<file path="src/rtl/network_controller.sv">
// Two-neuron MAC engine: 4x8 signed dot products plus bias, followed by a clamped ReLU.
// Operands come from a 4x32 bank that is loaded from the ROM port while the engine is idle.
module network_controller #(
  parameter logic [15:0] SAT_MAX = 16'd32767
) (
  input  logic        clk,
  input  logic        reset,
  input  logic [31:0] rom_output,
  input  logic [1:0]  address,
  input  logic        writeData,
  input  logic        start_network_controller,
  output logic        busy,
  output logic        done,
  output logic [15:0] result0,
  output logic [15:0] result1,
  output logic        overrun
);

  localparam int unsigned ACC_W = 20;
  localparam int unsigned NBANK = 4;

  localparam logic [1:0] S_IDLE = 2'd0;
  localparam logic [1:0] S_MAC  = 2'd1;
  localparam logic [1:0] S_BIAS = 2'd2;
  localparam logic [1:0] S_ACT  = 2'd3;

  logic [1:0]              state_q, state_d;
  logic [2:0]              cnt_q, cnt_d;
  logic signed [ACC_W-1:0] acc0_q, acc0_d, acc1_q, acc1_d;
  logic                    busy_d, done_d, overrun_d;
  logic [15:0]             res0_d, res1_d;
  logic [31:0]             bank_q [NBANK];

  logic [31:0]             w_word;
  logic signed [7:0]       x_byte, w_byte;
  logic signed [15:0]      prod;
  logic signed [ACC_W-1:0] prod_ext, bias0_ext, bias1_ext;
  logic                    bank_we;

  // ReLU with an upper clamp at SAT_MAX
  function automatic logic [15:0] relu_sat(input logic signed [ACC_W-1:0] a);
    logic signed [ACC_W-1:0] lim;
    lim = $signed({4'b0000, SAT_MAX});
    if (a < 0)
      relu_sat = 16'd0;
    else if (a > lim)
      relu_sat = SAT_MAX;
    else
      relu_sat = a[15:0];
  endfunction

  // Operand selection: cnt[2] picks the neuron, cnt[1:0] the byte lane
  always_comb begin
    w_word    = cnt_q[2] ? bank_q[2] : bank_q[1];
    x_byte    = $signed(bank_q[0][{cnt_q[1:0], 3'b000} +: 8]);
    w_byte    = $signed(w_word[{cnt_q[1:0], 3'b000} +: 8]);
    prod      = x_byte * w_byte;
    prod_ext  = $signed({{(ACC_W-16){prod[15]}}, prod});
    bias0_ext = $signed({{(ACC_W-16){bank_q[3][15]}}, bank_q[3][15:0]});
    bias1_ext = $signed({{(ACC_W-16){bank_q[3][31]}}, bank_q[3][31:16]});
  end

  assign bank_we = (state_q == S_IDLE) && writeData;

  // Next-state and datapath update
  always_comb begin
    state_d   = state_q;
    cnt_d     = cnt_q;
    acc0_d    = acc0_q;
    acc1_d    = acc1_q;
    busy_d    = busy;
    done_d    = 1'b0;
    res0_d    = result0;
    res1_d    = result1;
    overrun_d = overrun | ((state_q != S_IDLE) && (writeData || start_network_controller));

    case (state_q)
      S_IDLE: begin
        if (start_network_controller) begin
          state_d = S_MAC;
          cnt_d   = 3'd0;
          acc0_d  = '0;
          acc1_d  = '0;
          busy_d  = 1'b1;
        end
      end
      S_MAC: begin
        if (cnt_q[2])
          acc1_d = acc1_q + prod_ext;
        else
          acc0_d = acc0_q + prod_ext;
        cnt_d = cnt_q + 3'd1;
        if (cnt_q == 3'd7)
          state_d = S_BIAS;
      end
      S_BIAS: begin
        acc0_d  = acc0_q + bias0_ext;
        acc1_d  = acc1_q + bias1_ext;
        state_d = S_ACT;
      end
      S_ACT: begin
        res0_d  = relu_sat(acc0_q);
        res1_d  = relu_sat(acc1_q);
        done_d  = 1'b1;
        busy_d  = 1'b0;
        state_d = S_IDLE;
      end
      default: state_d = S_IDLE;
    endcase
  end

  always_ff @(posedge clk) begin
    if (reset) begin
      state_q <= S_IDLE;
      cnt_q   <= '0;
      acc0_q  <= '0;
      acc1_q  <= '0;
      busy    <= 1'b0;
      done    <= 1'b0;
      result0 <= '0;
      result1 <= '0;
      overrun <= 1'b0;
    end else begin
      state_q <= state_d;
      cnt_q   <= cnt_d;
      acc0_q  <= acc0_d;
      acc1_q  <= acc1_d;
      busy    <= busy_d;
      done    <= done_d;
      result0 <= res0_d;
      result1 <= res1_d;
      overrun <= overrun_d;
    end
  end

  // Register bank; writes land only while idle
  always_ff @(posedge clk) begin
    if (reset) begin
      for (int i = 0; i < NBANK; i++) bank_q[i] <= '0;
    end else if (bank_we) begin
      bank_q[address] <= rom_output;
    end
  end

endmodule

</file>
<file path="config.mk">
export PLATFORM = sky130hd
export DESIGN_NAME = network_controller
export DESIGN_NICKNAME = d
export VERILOG_FILES = /design/src/rtl/network_controller.sv
export SDC_FILE = /design/constraint.sdc
export NUM_CORES = 1
export LEC_CHECK = 0
export BUFFER_PORTS_ARGS = -buffer_cell sky130_fd_sc_hd__clkbuf_2
export CORE_ASPECT_RATIO = 0.5
export CORE_UTILIZATION = 45
export CTS_CLUSTER_DIAMETER = 30
export DETAILED_ROUTE_END_ITERATION = 6
export GPL_ROUTABILITY_DRIVEN = 0
export PLACE_DENSITY = 0.61
export SLEW_MARGIN = 20
export SYNTH_ARGS = -nofsm -noshare
export SYNTH_HDL_FRONTEND = slang
export SYNTH_SLANG_ARGS = --single-unit
</file>
<file path="constraint.sdc">
create_clock -name clk -period 22.6 [get_ports clk]
set_input_delay 3.39 -clock clk [delete_from_list [all_inputs] [get_ports clk]]
set_output_delay 3.39 -clock clk [all_outputs]
set_load 0.005 [all_outputs]
</file>
### After elaboration in Yosys (flattened, before gate mapping)

Memory sizes are Yosys's and may differ from the RTL's.
Index checks and enable logic that the tools add are counted.

| storage, ports and cells | value |
|---|---|
| register bits after elaboration | 80 |
| input port bits | 38 |
| logic and storage cells | 71 |
| memories kept | 1 |
| memory bits (writable) | 128 |
| output and inout port bits | 35 |

Memories:

| name | words | bits a word | read ports | clocked after Yosys merged registers in | wr ports | RTL line | RTL |
|---|---|---|---|---|---|---|---|
| bank_q | 4 | 32 | 4 | 0 | 4 | 32 | `logic [31:0] bank_q [NBANK];` |

| operators by class | value |
|---|---|
| $lt $le $gt $ge | 4 |
| bitwise operators | 1 |
| equality and inequality tests | 8 |
| $mul | 1 |
| muxes and demuxes | 26 |
| reduce and logical (&&, ||, !) cells | 14 |
| shift operators | 2 |
| $add $sub $neg | 5 |

Operator list:

| operator | count |
|---|---|
| case mux 20 bit (3 select lines) | 2 |
| adder 20 x 16 -> 20 bit | 4 |
| 2-to-1 mux 16 bit | 4 |
| 2-to-1 mux 32 bit | 2 |
| variable part select 32 x 6 -> 8 bit | 2 |
| 2-to-1 mux 20 bit | 3 |
| greater-than comparator 20 x 16 -> 1 bit, second input constant | 2 |
| < comparator 20 x 1 -> 1 bit, second input constant | 2 |
| OR reduction 32 bit | 1 |
| multiplier 8 x 8 -> 16 bit | 1 |
| 2-to-1 mux 1 bit | 8 |
| inequality test 2 bit, second input constant | 4 |
| case mux 2 bit (4 select lines) | 1 |
| 2-to-1 mux 2 bit | 3 |
| case mux 3 bit (2 select lines) | 1 |
| AND reduction 2 bit | 3 |
| AND reduction 3 bit | 2 |
| nonzero test 2 bit | 3 |
| == test 2 bit, second input constant | 2 |
| adder 3 x 1 -> 3 bit, second input constant | 1 |
| == test 3 bit, second input constant | 1 |
| 2-to-1 mux 3 bit | 1 |
| nonzero test 3 bit | 1 |
| == test 2 x 1 -> 1 bit, second input constant | 1 |
| 5 further kinds | 6 |

### Logic depth before layout (Yosys ltp)

| logic depth | value |
|---|---|
| depth in word-level cells | 7 |
| depth in mapped cells | 34 |
| mapped depth without buffers | 32 |

### Worst setup path before layout

No wires, ideal clock.

| timing | value |
|---|---|
| path kind | register -> register |
| start point | reg cnt_q[2] |
| end point | reg acc1_q[19] |
| arrival time | 7.561 ns |
| clock period less this slack | 7.629 ns |
| cell stages (with the launch flop) | 30 |
| buffers on the path | 2 |
| data required time | 22.533 ns |
| slack | 14.971 ns |
| library setup time | 0.067 ns |
| cells stage by stage | dfxtp_1 buf_2 buf_2 mux4_2 mux2i_1 or2_2 fa_1 fa_1 inv_1 fa_1 inv_1 fa_1 inv_1 ha_1 o21ai_0 a21oi_1 o21ai_0 a21boi_0 o211a_1 or4_1 nand3_1 ha_1 inv_1 nor2_1 or4b_1 a31oi_1 o41ai_2 xnor2_1 mux2_1 a21oi_2 |

| between the ends | value |
|---|---|
| cells in the longest elaborated chain, start to end | 6 |
| elaborated cells between the ends (all ways) | 8 |
| those cells by class | 1 x add/sub; 1 x mul; 1 x eq/ne; 1 x shift; 3 x mux; 1 x reduce/logical |

RTL lines:

| element | RTL line | RTL |
|---|---|---|
| start, declared | 28 | `logic [2:0] cnt_q, cnt_d;` |
| start signal, assigned | 125 | `cnt_q <= cnt_d;` |
| 2-to-1 mux 32 bit | 54 | `w_word = cnt_q[2] ? bank_q[2] : bank_q[1];` |
| variable part select 32 x 6 -> 8 bit | 56 | `w_byte = $signed(w_word[{cnt_q[1:0], 3'b000} +: 8]);` |
| multiplier 8 x 8 -> 16 bit | 57 | `prod = x_byte * w_byte;` |
| adder 20 x 16 -> 20 bit | 89 | `acc1_d = acc1_q + prod_ext;` |
| 2-to-1 mux 20 bit | 88 | `if (cnt_q[2])` |
| case mux 20 bit (3 select lines) | 77 | `case (state_q)` |
| end signal, assigned | 117 | `acc1_q <= '0;` |
| end signal, assigned | 127 | `acc1_q <= acc1_d;` |
| end, declared | 29 | `logic signed [ACC_W-1:0] acc0_q, acc0_d, acc1_q, acc1_d;` |

Several ways; a longest one is shown, not always the timed one. The select of a mux whose other input is x is not followed.
A chain may end at the register's enable or synchronous reset.

### Worst setup path in the final report

Ends and elaborated chain as after synthesis.

==> flow_metrics.tcl <==
set metrics [dict create \
    worst_slew_pin_slew_ns 0.877 \
    die_y_um 122 \
    path_common_cell "fa_1" \
    final_nets 1531 \
    area_delta_synth_final_pct 15.1 \
    grt_pass1_wl_um 50400 \
    hold_viol_final 0 \
    ctsLongestPathBuffers 3 \
    max-cap-violations 0 \
    top_layer "met4" \
    clk_latency_ns 0.52 \
    die_area_um2 29500 \
    antenna_found_initial 1 \
    grt_max_degree 48 \
    wl_met2_um 13600 \
    slew-limit-headroom_pct 41.5 \
    synth_seq_cells 208 \
    rsz0062_at_grt "no" \
    slowest_stage "mux2i_1" \
    tritoncts "done" \
    track_usage_pct 22.2 \
    cts_setup_buffers 0 \
    clockRootBuffer "clkbuf_16" \
    antenna_left 0 \
    worst_setup_path_start_kind "flip-flop" \
    dr.first_iter.drc_count 646 \
    htreeDepth 2 \
    start_util_pct 46.2 \
    synth-edff-count 128 \
    cts_buffers 36 \
    ys_types 61 \
    postSynthCellCount 1289 \
    fmax_mhz 117 \
    routed-via-count 9357 \
    yosys_warnings 0 \
    criticalPathCategory "reg2reg" \
    synth_seq_area_share_pct 42.1 \
    post-route-drc-count 0 \
    tns_ns 0 \
    met1Wirelength_um 15400 \
    grt_pass1_vias 9286 \
    crit_required_ns 23.03 \
    clkTransAtPathRegs_ns 0.05 \
    final_layout_size_suffix_gt1_share_pct 13.5 \
    min_path_type "reg2reg" \
    portBuffers 72 \
    min_period_over_period_pct 37.8 \
    drt_pass1_iterations 5 \
    async_flop_share_pct 0 \
    status "completed" \
    overflow 0 \
    timing.final.ws_setup_ns 14.06 \
    wl_per_cell_um 17.9 \
    crit_arrival_ns 8.97 \
    post-dp-hpwl_um 23600 \
    ctsHoldBuffers 0 \
    cts_sinks 208 \
    viasPerCell 5.28 \
    critPathCaptureType "flip-flop" \
    hold_ws_ns 0.446 \
    rows 43 \
    die_x_um 242 \
    wl_met3_um 2020 \
    syn_area_um2 12900 \
    crit_fanout 16 \
    syn_avg_cell_area_um2 10.0 \
    synth_ff_type "edfxtp_1" \
    pre_cts_slack_ns 14.17 \
    synth_fp_nets 1457 \
    pin_count 73 \
    setup_viol 0 \
    ctsResizeCount 0 \
    wl_um 31600 \
    fin_crit_ns 8.54 \
    fp.coreArea_um2 28000 \
    num_antenna_cells 0 \
    max_stage_delay_ns 0.60 \
    slew_violations 0 \
    fillers 2493 \
    fin_skew_ns 0.0247 \
]
==> area by class of cell <==
| class | instances | area (um^2) | share of cell area, % |
|---|---|---|---|
| Clock buffer | 41 | 951 | 6.39 |
| Clock inverter | 23 | 231 | 1.56 |
| Tap cell | 382 | 478 | 3.21 |
| Sequential cell | 208 | 5450 | 36.6 |
| Multi-Input combinational cell | 919 | 6900 | 46.4 |
| Timing Repair Buffer | 82 | 435 | 2.93 |
| Inverter | 116 | 435 | 2.93 |
==> synthesized netlist by cell type (all sizes together), types with 5 or more instances <==
master | number | share of area [%]
and2 | 139 | 6.7
edfxtp | 128 | 30
nor2 | 122 | 3.5
nand2 | 120 | 3.5
inv | 116 | 3.4
dfxtp | 80 | 12
ha | 73 | 7.1
o21ai | 70 | 2.7
fa | 57 | 8.8
a21oi | 56 | 2.2
clkbuf | 39 | 1.1
xnor2 | 24 | 1.6
a21o | 23 | 1.3
nor3 | 21 | 0.81
mux2i | 19 | 1.5
mux4 | 17 | 3.0
nand3 | 16 | 0.62
a22oi | 14 | 0.81
nand2b | 14 | 0.68
nor2b | 14 | 0.68
or2 | 13 | 0.63
mux2 | 10 | 0.87
xor2 | 9 | 0.61
buf | 7 | 0.22
o21a | 7 | 0.41
a32oi | 6 | 0.41
a211o | 5 | 0.34
a211oi | 5 | 0.33
o211ai | 5 | 0.29
or3 | 5 | 0.24
or4 | 5 | 0.29
==> worst paths after layout <==
path,cells past startpoint,endpoint,startpoint,slack (ns)
min reg2reg,2,result0[10],result0[10],0.45
max reg2reg,28,acc1_q[19],cnt_q[2],14.06
min,2,result0[10],result0[10],0.45
max,28,acc1_q[19],cnt_q[2],14.06
==> metrics by stage <==
stage / std cells / utilization, % / area (um^2)
floorplan: 1289 / - / 12900
global placement: 1707 / 48.9 / 13700
detailed placement: 1707 / 48.9 / 13700
CTS: 1771 / 53.2 / 14900
global route: 1771 / 53.2 / 14900
finish: 1771 / 53.2 / 14900
==> cell families after synthesis <==
kind of cell,count (synthesis),synth area share (%)
adders and majority gates,130,15.9
xor gates and xnor gates,33,2.23
muxes,46,5.30
buffers and inverters,162,4.72
DFF,208,42.1
and+or+nand+nor,490,18.9
AOI/OAI and AO/OA,220,10.9
==> state kept, by name, summed over array words and instances, names as in the netlist <==
| register | flops |
|---|---|
| acc1_q | 20 |
| bank_q | 128 |
| result0 | 16 |
| acc0_q | 20 |
| result1 | 16 |
| busy | 1 |
| done | 1 |
| overrun | 1 |
| cnt_q | 3 |
| state_q | 2 |
==> layout by cell type, fill, tap and decap left out, types with 5 or more instances in the layout <==
cell type,n
mux2_2,9
clkbuf_16,37
xor2_1,9
or2_2,12
nand2b_1,14
mux4_2,17
nand3_1,16
o211ai_1,5
mux2i_1,19
edfxtp_1,128
dfxtp_1,80
a21oi_1,55
or4_1,5
a32oi_1,6
buf_4,10
nand2_1,120
clkbuf_2,72
nor2_1,121
a21o_1,23
clkinvlp_4,5
inv_1,116
inv_8,5
nor3_1,20
or3_1,5
ha_1,73
nor2b_1,14
o21ai_1,9
o21ai_0,60
o21a_1,7
fa_1,57
a211o_1,5
xnor2_1,24
a22oi_1,14
and2_1,139
==> critical path: cells and delay by family, from the launching register on <==
family          cells  cell delay, ns
compound gates      8            1.47
xor+xnor            1            0.17
fa+ha+maj           6            2.75
buf+inv             4            0.51
flops               1            0.44
mux                 3            1.52
simple gates        6            1.56
==> routing by layer <==
layer / up-vias / GRT usage, %
li1: 4590 / -
met1: 4488 / 31.2
met2: 228 / 34.1
met3: 51 / 5.73
met4: 0 / 5.46
met5: - / 0
Power is not shown: default switching activity piles up to over one toggle a cycle in this logic, so the estimate is an artifact.
